===== src/rtl/mips_fwd_pkg.sv =====
// rtl/mips_fwd_pkg.sv - shared forwarding select codes and shadow-entry type
package mips_fwd_pkg;

    localparam int REG_W_DEFAULT = 5;

    localparam logic [1:0] FWD_REG   = 2'b00;
    localparam logic [1:0] FWD_EXMEM = 2'b01;
    localparam logic [1:0] FWD_MEMWB = 2'b10;
    localparam logic [1:0] FWD_ZERO  = 2'b11;

    // Destination/write info for one instruction in the shadow pipeline
    typedef struct packed {
        logic                     valid;
        logic [REG_W_DEFAULT-1:0] dest;
        logic                     reg_write;
        logic                     mem_read;
    } shadow_entry_t;

    localparam shadow_entry_t BUBBLE = '0;

endpackage


===== src/rtl/fwd_operand_sel.sv =====
// rtl/fwd_operand_sel.sv - priority forwarding select for one source register
module fwd_operand_sel
    import mips_fwd_pkg::*;
#(
    parameter int REG_W = REG_W_DEFAULT
) (
    input  logic [REG_W-1:0] src,
    input  shadow_entry_t    ex_e,
    input  shadow_entry_t    mem_e,
    output logic [1:0]       sel,
    output logic             ex_load_hit
);

    logic src_nz;
    logic hit_ex;
    logic hit_mem;
    logic unused_mem_load;

    assign src_nz  = |src;
    assign hit_ex  = ex_e.valid & ex_e.reg_write & (ex_e.dest == src) & src_nz;
    assign hit_mem = mem_e.valid & mem_e.reg_write & (mem_e.dest == src) & src_nz;

    // A load that is still in EX cannot forward yet; the top turns this into a stall
    assign ex_load_hit = hit_ex & ex_e.mem_read;

    // Loads in MEM forward from MEM/WB like any other result
    assign unused_mem_load = mem_e.mem_read;

    // $0 first, then the youngest producer wins; WB hits go through the register file
    always_comb begin
        sel = FWD_REG;
        if (!src_nz) begin
            sel = FWD_ZERO;
        end else if (hit_ex) begin
            sel = FWD_EXMEM;
        end else if (hit_mem) begin
            sel = FWD_MEMWB;
        end
    end

endmodule


===== src/rtl/fwd_hazard_ctrl.sv =====
// rtl/fwd_hazard_ctrl.sv - forwarding select and load-use stall control
module fwd_hazard_ctrl
    import mips_fwd_pkg::*;
#(
    parameter int REG_W = REG_W_DEFAULT,
    parameter int CNT_W = 16
) (
    input  logic             clk,
    input  logic             rst,
    input  logic             id_valid,
    input  logic [REG_W-1:0] id_rs,
    input  logic [REG_W-1:0] id_rt,
    input  logic [REG_W-1:0] id_dest,
    input  logic             id_reg_write,
    input  logic             id_mem_read,
    input  logic             flush,
    output logic [1:0]       fwd_a_sel,
    output logic [1:0]       fwd_b_sel,
    output logic             stall,
    output logic [CNT_W-1:0] stall_count
);

    shadow_entry_t ex_q;
    shadow_entry_t mem_q;
    shadow_entry_t wb_q;
    shadow_entry_t id_entry;

    logic [1:0] a_sel_next;
    logic [1:0] b_sel_next;
    logic       a_ex_load_hit;
    logic       b_ex_load_hit;
    logic       advance;
    logic       unused_wb;

    fwd_operand_sel #(.REG_W(REG_W)) u_sel_a (
        .src         (id_rs),
        .ex_e        (ex_q),
        .mem_e       (mem_q),
        .sel         (a_sel_next),
        .ex_load_hit (a_ex_load_hit)
    );

    fwd_operand_sel #(.REG_W(REG_W)) u_sel_b (
        .src         (id_rt),
        .ex_e        (ex_q),
        .mem_e       (mem_q),
        .sel         (b_sel_next),
        .ex_load_hit (b_ex_load_hit)
    );

    // Flush squashes the consumer, so it overrides any load-use stall
    assign stall   = id_valid & ~flush & (a_ex_load_hit | b_ex_load_hit);
    assign advance = id_valid & ~flush & ~stall;

    assign id_entry.valid     = 1'b1;
    assign id_entry.dest      = id_dest;
    assign id_entry.reg_write = id_reg_write;
    assign id_entry.mem_read  = id_mem_read;

    // WB is tracked for completeness; its hits resolve through register-file write-before-read
    assign unused_wb = ^wb_q;

    // Advance the shadow pipeline and register the selects alongside the ID/EX data
    always_ff @(posedge clk or posedge rst) begin
        if (rst) begin
            ex_q      <= BUBBLE;
            mem_q     <= BUBBLE;
            wb_q      <= BUBBLE;
            fwd_a_sel <= FWD_REG;
            fwd_b_sel <= FWD_REG;
        end else begin
            wb_q  <= mem_q;
            mem_q <= ex_q;
            if (advance) begin
                ex_q      <= id_entry;
                fwd_a_sel <= a_sel_next;
                fwd_b_sel <= b_sel_next;
            end else begin
                ex_q      <= BUBBLE;
                fwd_a_sel <= FWD_REG;
                fwd_b_sel <= FWD_REG;
            end
        end
    end

    // Saturating count of stall cycles
    always_ff @(posedge clk or posedge rst) begin
        if (rst) begin
            stall_count <= '0;
        end else if (stall && (stall_count != {CNT_W{1'b1}})) begin
            stall_count <= stall_count + {{(CNT_W-1){1'b0}}, 1'b1};
        end
    end

endmodule


===== config.mk =====
export PLATFORM = sky130hd
export DESIGN_NAME = fwd_hazard_ctrl
export DESIGN_NICKNAME = d
export VERILOG_FILES = /design/src/rtl/mips_fwd_pkg.sv /design/src/rtl/fwd_operand_sel.sv /design/src/rtl/fwd_hazard_ctrl.sv
export SDC_FILE = /design/constraint.sdc
export NUM_CORES = 1
export LEC_CHECK = 0
export BUFFER_PORTS_ARGS = -buffer_cell sky130_fd_sc_hd__buf_2
export CAP_MARGIN = 10
export CORE_MARGIN = 2
export CORE_UTILIZATION = 32
export CTS_CLUSTER_DIAMETER = 80
export CTS_CLUSTER_SIZE = 40
export DETAILED_ROUTE_END_ITERATION = 10
export PLACE_DENSITY = 0.53
export SYNTH_ARGS = -nofsm -noshare
export SYNTH_HDL_FRONTEND = slang
export SYNTH_SLANG_ARGS = --single-unit

===== constraint.sdc =====
create_clock -name clk -period 2.55 [get_ports clk]
set_clock_uncertainty 0.2 [all_clocks]
set_input_delay 0.1275 -clock clk [delete_from_list [all_inputs] [get_ports clk]]
set_output_delay 0.1275 -clock clk [all_outputs]
set_load 0.02 [all_outputs]

Yosys cells after proc, flatten, opt, wreduce, memory -nomap -nowiden
Index checks and enable logic that the tools add are counted.
- add/subtract/negate cells: 1
- equality and inequality tests: 5
- mux-type cells: 9
- bitwise gates (word level): 18
- reduce and logical (&&, ||, !) cells: 3
- operators with widths (kind ; number):
    5-bit equality test ; 4
    16-bit by 1-bit adder with 16-bit output (second input constant) ; 1
    2-bit 2-to-1 mux ; 8
    16-bit inequality test (second input constant) ; 1
    1-bit AND ; 15
    5-bit OR reduction ; 2
    8-bit 2-to-1 mux ; 1
    1-bit NOT ; 2
    1-bit logical AND ; 1
    1-bit bitwise OR ; 1
- bits in registers: 35
- input port bits: 21
- output and inout bits: 21
- word-level logic and storage cells: 46

Longest topological paths before layout
Gate-level depths: netlist (run 1).
- depth after elaboration: 9
- mapped depth: 8
- gate-level depth less buffers: 7

By module
Synthesis (run 1) repeated with hierarchy kept, for this count alone.
- cells, all modules: 147
- area total of the unflattened synthesis: 1711.6 um2
- by module, submodules not included (module ; times used ; cells an instance ; area an instance (um2) ; seq. area each (um2)):
    fwd_hazard_ctrl ; 1 ; 105 ; 1396.3 ; 900.9
    fwd_operand_sel ; 2 ; 21 ; 157.7 ; 0.0

Worst setup path after synthesis (run 1)
OpenSTA, ideal clock, no wires.
- path type: register to register
- start point: register stall_count[0]
- end point: register stall_count[15]
- library setup time: 80 ps
- arrival time: 1854 ps
- data required time: 2270 ps
- slack: 417 ps
- stages on the path, launching flop included: 7
- buffers on the path: 0
- clock period less this slack: 2133 ps
- cells stage by stage: dfrtp_1 ha_1 nand3_1 nor3_1 or4_1 nor4_1 xor2_1
- longest elaborated chain between the ends: 2
- elaborated cells between the ends (all ways): 3
- classes of those cells: add/sub: 1; eq/ne: 1; reduce/logical: 1
- RTL lines (element ; RTL line ; source):
    start, declared ; fwd_hazard_ctrl.sv:20 ; output logic [CNT_W-1:0] stall_count
    start signal, assigned ; fwd_hazard_ctrl.sv:91 ; stall_count <= stall_count + {{(CNT_W-1){1'b0}}, 1'b1};
    parallel branches: the longest is 2 deep, another holds 16-bit by 1-bit adder with 16-bit output ; n/a ;
Several ways; the timed one is not identified.
A chain may end at the register's enable or synchronous reset.

Worst setup path after layout (run 1)
- start point: register stall_count[0]
- end point: register stall_count[11]
Same word-level chain as after synthesis.

==> impl_metrics.py, run 1 <==
metrics = {
    "global_route": {
        "grt_first_pass_wirelength_um": 6361,
        "track_usage_pct": 13.68,
        "grt_overflow_total": 0,
        "grt_max_degree": 24,
        "grt_pass1_vias": 1383,
        "antenna_found_initial": 0,
    },
    "synthesis": {
        "synthXorXnorAreaFrac_pct": 18.23,
        "yosysUniqueCellTypes": 27,
        "netlist_instances": 161,
        "syn-num-nets": 183,
        "synth_top_family_by_area": "simple AND/OR/NAND/NOR gates",
        "synth-adder-area-share_pct": 0.7440,
        "syn_area_um2": 1682,
        "yosysSeqAreaShare_pct": 52.08,
        "synth-seq-cells": 35,
        "avgSynthCellArea_um2": 10.44,
        "synth_compound_area_share_pct": 2.976,
        "synth_warnings": 0,
        "synth_mux_area_share_pct": 0.6696,
        "synthSimpleGateAreaFrac_pct": 23.51,
    },
    "cts": {
        "cts_sinks": 35,
        "clk_path_buf_depth": 2,
        "cts_resized": 0,
        "htree_num_levels": 2,
        "insertion_delay_ns": 0.28,
        "ctsHoldBuffers": 10,
        "cts_buffers": 5,
        "cts_setup_buffers": 0,
        "root_buffer": "clkbuf_8",
        "clk_pin_slew_ns": 0.07,
        "cts_tree": "done",
    },
    "run": {
        "max_cap_violations": 0,
    },
    "setup_path": {
        "cp_max_fo": 5,
        "max_stage_delay_ns": 0.48,
        "start_kind": "flop",
        "end_kind": "flop",
        "worstPathRequired_ns": 2.55,
        "path_cells": "ha_1 -> nand3_1 -> nor3_1 -> or4_1 -> nor4_1 -> xor2_1",
        "arrival_ns": 2.17,
        "r2r_setup_slack_ns": 0.38,
        "worstSetupPathType": "flop to flop",
        "path_buf_inv": 0,
        "slowest_stage": "or4_1",
        "crit_family": "simple AND/OR/NAND/NOR gates",
    },
    "sta": {
        "maxSlewViolCount": 0,
        "worstMarginPinSlew_ns": 0.4934,
        "slew_headroom_pct": 67.07,
        "setup_viol": 0,
        "fin_crit_sh_pct": 85.19,
        "rsz0062_at_grt": "no",
        "finalHoldViolations": 0,
        "fin_tns_setup_ns": 0,
        "fin_crit_ns": 2.172,
        "max_freq_mhz": 460.3,
    },
    "power": {
        "swShare_pct": 21.08,
        "p_clk_share_pct": 43.6,
        "combinationalPowerShare_pct": 7.4,
        "power.net_switching_uw": 247.2,
        "irDropWorstVdd_mv": 0.2762,
        "leakage_nw": 1.120,
        "p_int_uw": 925.4,
        "powerDensity_nw_per_um2": 533.1,
        "seq_power_share_pct": 48.9,
    },
    "finish": {
        "syn2layout_area_growth_pct": 30.80,
        "instances_no_fill": 291,
        "layout_commonest_cell": "buf_2",
        "diodes": 0,
        "final_cell_mix": "buf_2 (41), dfrtp_1 (35), xor2_1 (24), nor2_1 (17)",
        "nNetsFinal": 242,
        "drive_above_1_share_pct": 26.24,
        "n_fill_cell": 522,
    },
    "floorplanning": {
        "start_util_pct": 33.14,
        "die_x_um": 76.49,
        "core_area_um2": 5075,
        "die_h_um": 76.49,
        "io_pins": 42,
        "dieArea_um2": 5851,
        "rows": 26,
    },
    "placed_design": {
        "port_buffers": 41,
        "dp_hpwl_um": 2649,
        "gp_congestion": 0.7958,
        "dp_cells": 273,
    },
    "detailed_routing": {
        "drt_iter0_markers": 39,
        "wire_per_inst_um": 12.44,
        "drc": 0,
        "first_pass_iters": 4,
        "ant_nets": 0,
        "finalWirelength_um": 3621,
        "viasPerCell": 4.584,
        "via_count": 1334,
    },
    "hold_path": {
        "hold_path.class": "input pin to flop",
    },
    "status": {
        "status": "complete, no violations",
    },
}
synthesized netlist by cell type:
| library cell | number | area [um^2] |
|---|---|---|
| a21boi_0 | 1 | 7.510 |
| a21oi_1 | 5 | 25.02 |
| and2_1 | 1 | 6.260 |
| and3_1 | 8 | 50.05 |
| and3b_4 | 1 | 12.51 |
| and4_1 | 1 | 8.760 |
| buf_6 | 1 | 11.26 |
| clkbuf_1 | 1 | 3.750 |
| dfrtp_1 | 35 | 875.8 |
| ha_1 | 1 | 12.51 |
| inv_1 | 4 | 15.01 |
| mux2_1 | 1 | 11.26 |
| nand2_1 | 11 | 41.29 |
| nand2b_1 | 1 | 6.260 |
| nand3_1 | 8 | 40.04 |
| nand4_1 | 6 | 37.54 |
| nor2_1 | 17 | 63.81 |
| nor2_2 | 2 | 12.51 |
| nor2b_1 | 1 | 6.260 |
| nor3_1 | 10 | 50.05 |
| nor3b_1 | 1 | 7.510 |
| nor4_1 | 4 | 25.02 |
| nor4_2 | 1 | 12.51 |
| o21ai_2 | 2 | 17.52 |
| or4_1 | 2 | 15.01 |
| xnor2_1 | 11 | 96.34 |
| xor2_1 | 24 | 210.2 |
final timing paths:
check | endpoint | cells past startpoint | startpoint
max in group asynchronous | fwd_a_sel[0] | 4 | rst
min reg2reg | mem_q[1] | 0 | ex_q[1]
min | fwd_a_sel[0] | 4 | id_rs[0]
max | stall_count[11] | 6 | stall_count[0]
min in group asynchronous | stall_count[6] | 3 | rst
max reg2reg | stall_count[11] | 6 | stall_count[0]
layer usage:
metal	GRT usage, %	share of wire [%]	up-vias
li1	-	-	667
met1	16.42	46	628
met2	23.45	49	34
met3	3.791	4.6	5
met4	4.909	1.2	0
met5	0	0	-
stage by stage:
| step | instance area, um^2 | util (%) | power, mW | setup WS, ns | hold slack [ns] |
|---|---|---|---|---|---|
| finish | 2200 | 43.34 | 1.173 | 0.3777 | 0.03609 |
| global route | 2200 | 43.34 | 1.229 | 0.2149 | 0.05603 |
| CTS | 2200 | 43.34 | 1.192 | 0.3724 | 0.03279 |
| floorplan | 1682 | - | 0.6256 | 0.4168 | 0.08069 |
| detailed placement | 1982 | 39.05 | 0.6612 | 0.3884 | -0.01707 |
| global placement | 1982 | 39.05 | 0.6614 | 0.3959 | -0.01739 |
layout make-up:
| class | count | area [um^2] | share of cell area, % |
|---|---|---|---|
| tap | 70 | 87.58 | 3.982 |
| clock buffer | 6 | 82.58 | 3.754 |
| timing repair buffer | 54 | 327.8 | 14.90 |
| sequential | 35 | 875.8 | 39.82 |
| inverter | 4 | 15.01 | 0.6826 |
| clock inverter | 2 | 35.03 | 1.593 |
| multi-input combinational | 120 | 775.7 | 35.27 |
tightest hold or removal path: cells and delay by family:
family / cells / cell delay, ns
buf+inv: 1 / 0.13
simple gates: 2 / 0.11
compound gates: 1 / 0.12
registers in the layout, summed over array words and instances (netlist names):
register     flops
fwd_b_sel        2
mem_q            7
fwd_a_sel        2
ex_q             8
stall_count     16
power groups by stage:
stage	sequential (mW)	clock [mW]	combinational (mW)
CTS	0.574	0.530	0.0887
finish	0.574	0.512	0.0873
global route	0.575	0.555	0.0981
detailed placement	0.585	0	0.0766
floorplan	0.583	0	0.0425
global placement	0.584	0	0.0770
cells by family after synthesis:
group | Yosys count
flops | 35
compound gates | 8
xor+xnor | 35
fa+ha+maj | 1
mux | 1
buf+inv | 6
simple gates | 75
No activity file was read; power rests on OpenSTA's default activity.
==> run 2, diff against run 1 <==
PLACE_DENSITY = 0.52   (was 0.53)
SYNTH_HIERARCHICAL = 1   (was not set)
==> impl_metrics.py, run 2 <==
metrics = {
    "sta": {
        "finalHoldViolations": 0,
        "max_freq_mhz": 416.3,
        "whs_ns": 0.1161,
        "worstMarginPinSlew_ns": 0.9269,
        "rsz0062_at_grt": "yes",
        "maxSlewViolCount": 0,
        "fin_crit_sh_pct": 94.21,
        "setup_viol": 0,
        "slew_headroom_pct": 37.73,
        "fin_crit_ns": 2.402,
    },
    "detailed_routing": {
        "ant_nets": 0,
        "via_count": 1282,
        "viasPerCell": 4.679,
        "first_pass_iters": 4,
        "drc": 0,
        "met1_length_um": 1642,
        "finalWirelength_um": 3560,
        "met3WireLength_um": 176,
        "dr_wl_met2_um": 1700,
        "drt_iter0_markers": 78,
        "wire_per_inst_um": 12.99,
        "top_layer": "met4",
    },
    "cts": {
        "htree_num_levels": 2,
        "root_buffer": "clkbuf_8",
        "insertion_delay_ns": 0.28,
        "clk_path_buf_depth": 2,
        "cts_sinks": 35,
        "cts_tree": "done",
        "cts_buffers": 5,
        "clk_pin_slew_ns": 0.07,
    },
    "setup_path": {
        "start_kind": "flop",
        "arrival_ns": 2.40,
        "r2r_setup_slack_ns": 0.15,
        "ff2ff_path_depth": 8,
        "worstPathRequired_ns": 2.55,
        "worstSetupPathType": "flop to flop",
        "rr_endpoint": "stall_count[7]",
        "end_kind": "flop",
        "cp_max_fo": 6,
        "reg2reg_from": "ex_q[5]",
    },
    "synthesis": {
        "netlist_instances": 146,
        "synth_warnings": 6,
        "syn-num-nets": 168,
        "avgSynthCellArea_um2": 11.55,
        "syn_area_um2": 1687,
    },
    "placed_design": {
        "port_buffers": 41,
        "gp_congestion": 0.7833,
        "dp_hpwl_um": 2710,
    },
    "finish": {
        "drive_above_1_share_pct": 31.86,
        "regMostFlops": "stall_count",
        "fin_util_pct": 42.36,
        "syn2layout_area_growth_pct": 28.26,
        "final_cell_mix": "buf_2 (41), dfrtp_1 (35), xnor2_1 (17), xor2_1 (14), and2_1 (11)",
        "top_regs": "stall_count x16, ex_q x8, mem_q x7",
        "largest_reg_flops": 16,
        "nNetsFinal": 225,
        "diodes": 0,
        "layout_commonest_cell": "buf_2",
    },
    "floorplanning": {
        "die_h_um": 76.60,
        "start_util_pct": 33.02,
        "die_x_um": 76.60,
        "dieArea_um2": 5868,
        "rows": 26,
        "io_pins": 42,
        "core_area_um2": 5107,
    },
    "hold_path": {
        "hold_start": "id_valid",
        "min_path_cells": 5,
        "min_to": "stall_count[4]",
        "hold_path.class": "input pin to flop",
    },
    "global_route": {
        "grt_pass1_vias": 1309,
        "track_usage_pct": 13.18,
        "grt_max_degree": 36,
        "grt_first_pass_wirelength_um": 6120,
        "antenna_found_initial": 0,
        "grt_overflow_total": 0,
    },
    "power": {
        "leakage_nw": 1.077,
        "irDropWorstVdd_mv": 0.2524,
        "powerDensity_nw_per_um2": 477.1,
    },
    "run": {
        "max_cap_violations": 0,
    },
    "status": {
        "status": "complete, no violations",
    },
}
==> run 2: worst max path at each step <==
| stage | startpoint | end |
|---|---|---|
| floorplan | ex_q[4] | stall_count[14] |
| global placement | ex_q[5] | stall_count[14] |
| detailed placement | ex_q[5] | stall_count[14] |
| CTS | ex_q[5] | stall_count[14] |
| global route | ex_q[5] | fwd_b_sel[0] |
| finish | ex_q[5] | stall_count[7] |
==> run 2: stage by stage <==
step	area, um^2	setup TNS (ns)	cells	power (mW)	setup slack [ns]
after floorplan	1687	0	146	0.6275	0.3436
after global placement	1991	0	258	0.6601	0.1713
after detailed placement	1991	0	258	0.6633	0.1234
after CTS	2152	0	274	1.051	0.1032
after global routing	2163	-0.1799	274	1.085	-0.03668
final	2163	0	274	1.032	0.1477
==> run 2: report_power, final <==
group	internal [mW]	switching, mW
clock network	0.191	0.180
registers	0.565	0.00869
logic	0.0418	0.0450
total	0.798	0.234
==> run 2: area by class of cell <==
type | count | area, um^2
timing repair buffer | 51 | 300.3
clock inverter | 1 | 5.005
tap | 70 | 87.58
fill | 490 | 2944
clock buffer | 7 | 76.32
sequential | 35 | 875.8
multi-input combinational | 109 | 814.5
inverter | 1 | 3.754
==> run 2: critical path, stage by stage, from the launching register on <==
cell and delay [ns]:
dfrtp_1 0.42, xnor2_1 0.18, nand4_1 0.15, nor3_2 0.24
and3_1 0.20, nor2_1 0.12, or3_1 0.44, nor3_1 0.21
xor2_1 0.17
==> run 2: metal layers <==
metal  vias to the layer above  GRT usage [%]
met3                         5          3.555
met5                         -              0
met1                       613          16.96
met4                         0          5.455
li1                        633              -
met2                        31          20.97
==> run 2: repair_timing <==
item / CTS / global route
gates resized for setup: 0 / 2
setup endpoints to repair: 0 / 13
setup buffers: 0 / 0
hold endpoints to repair: 42 / 0
hold buffers: 8 / 0
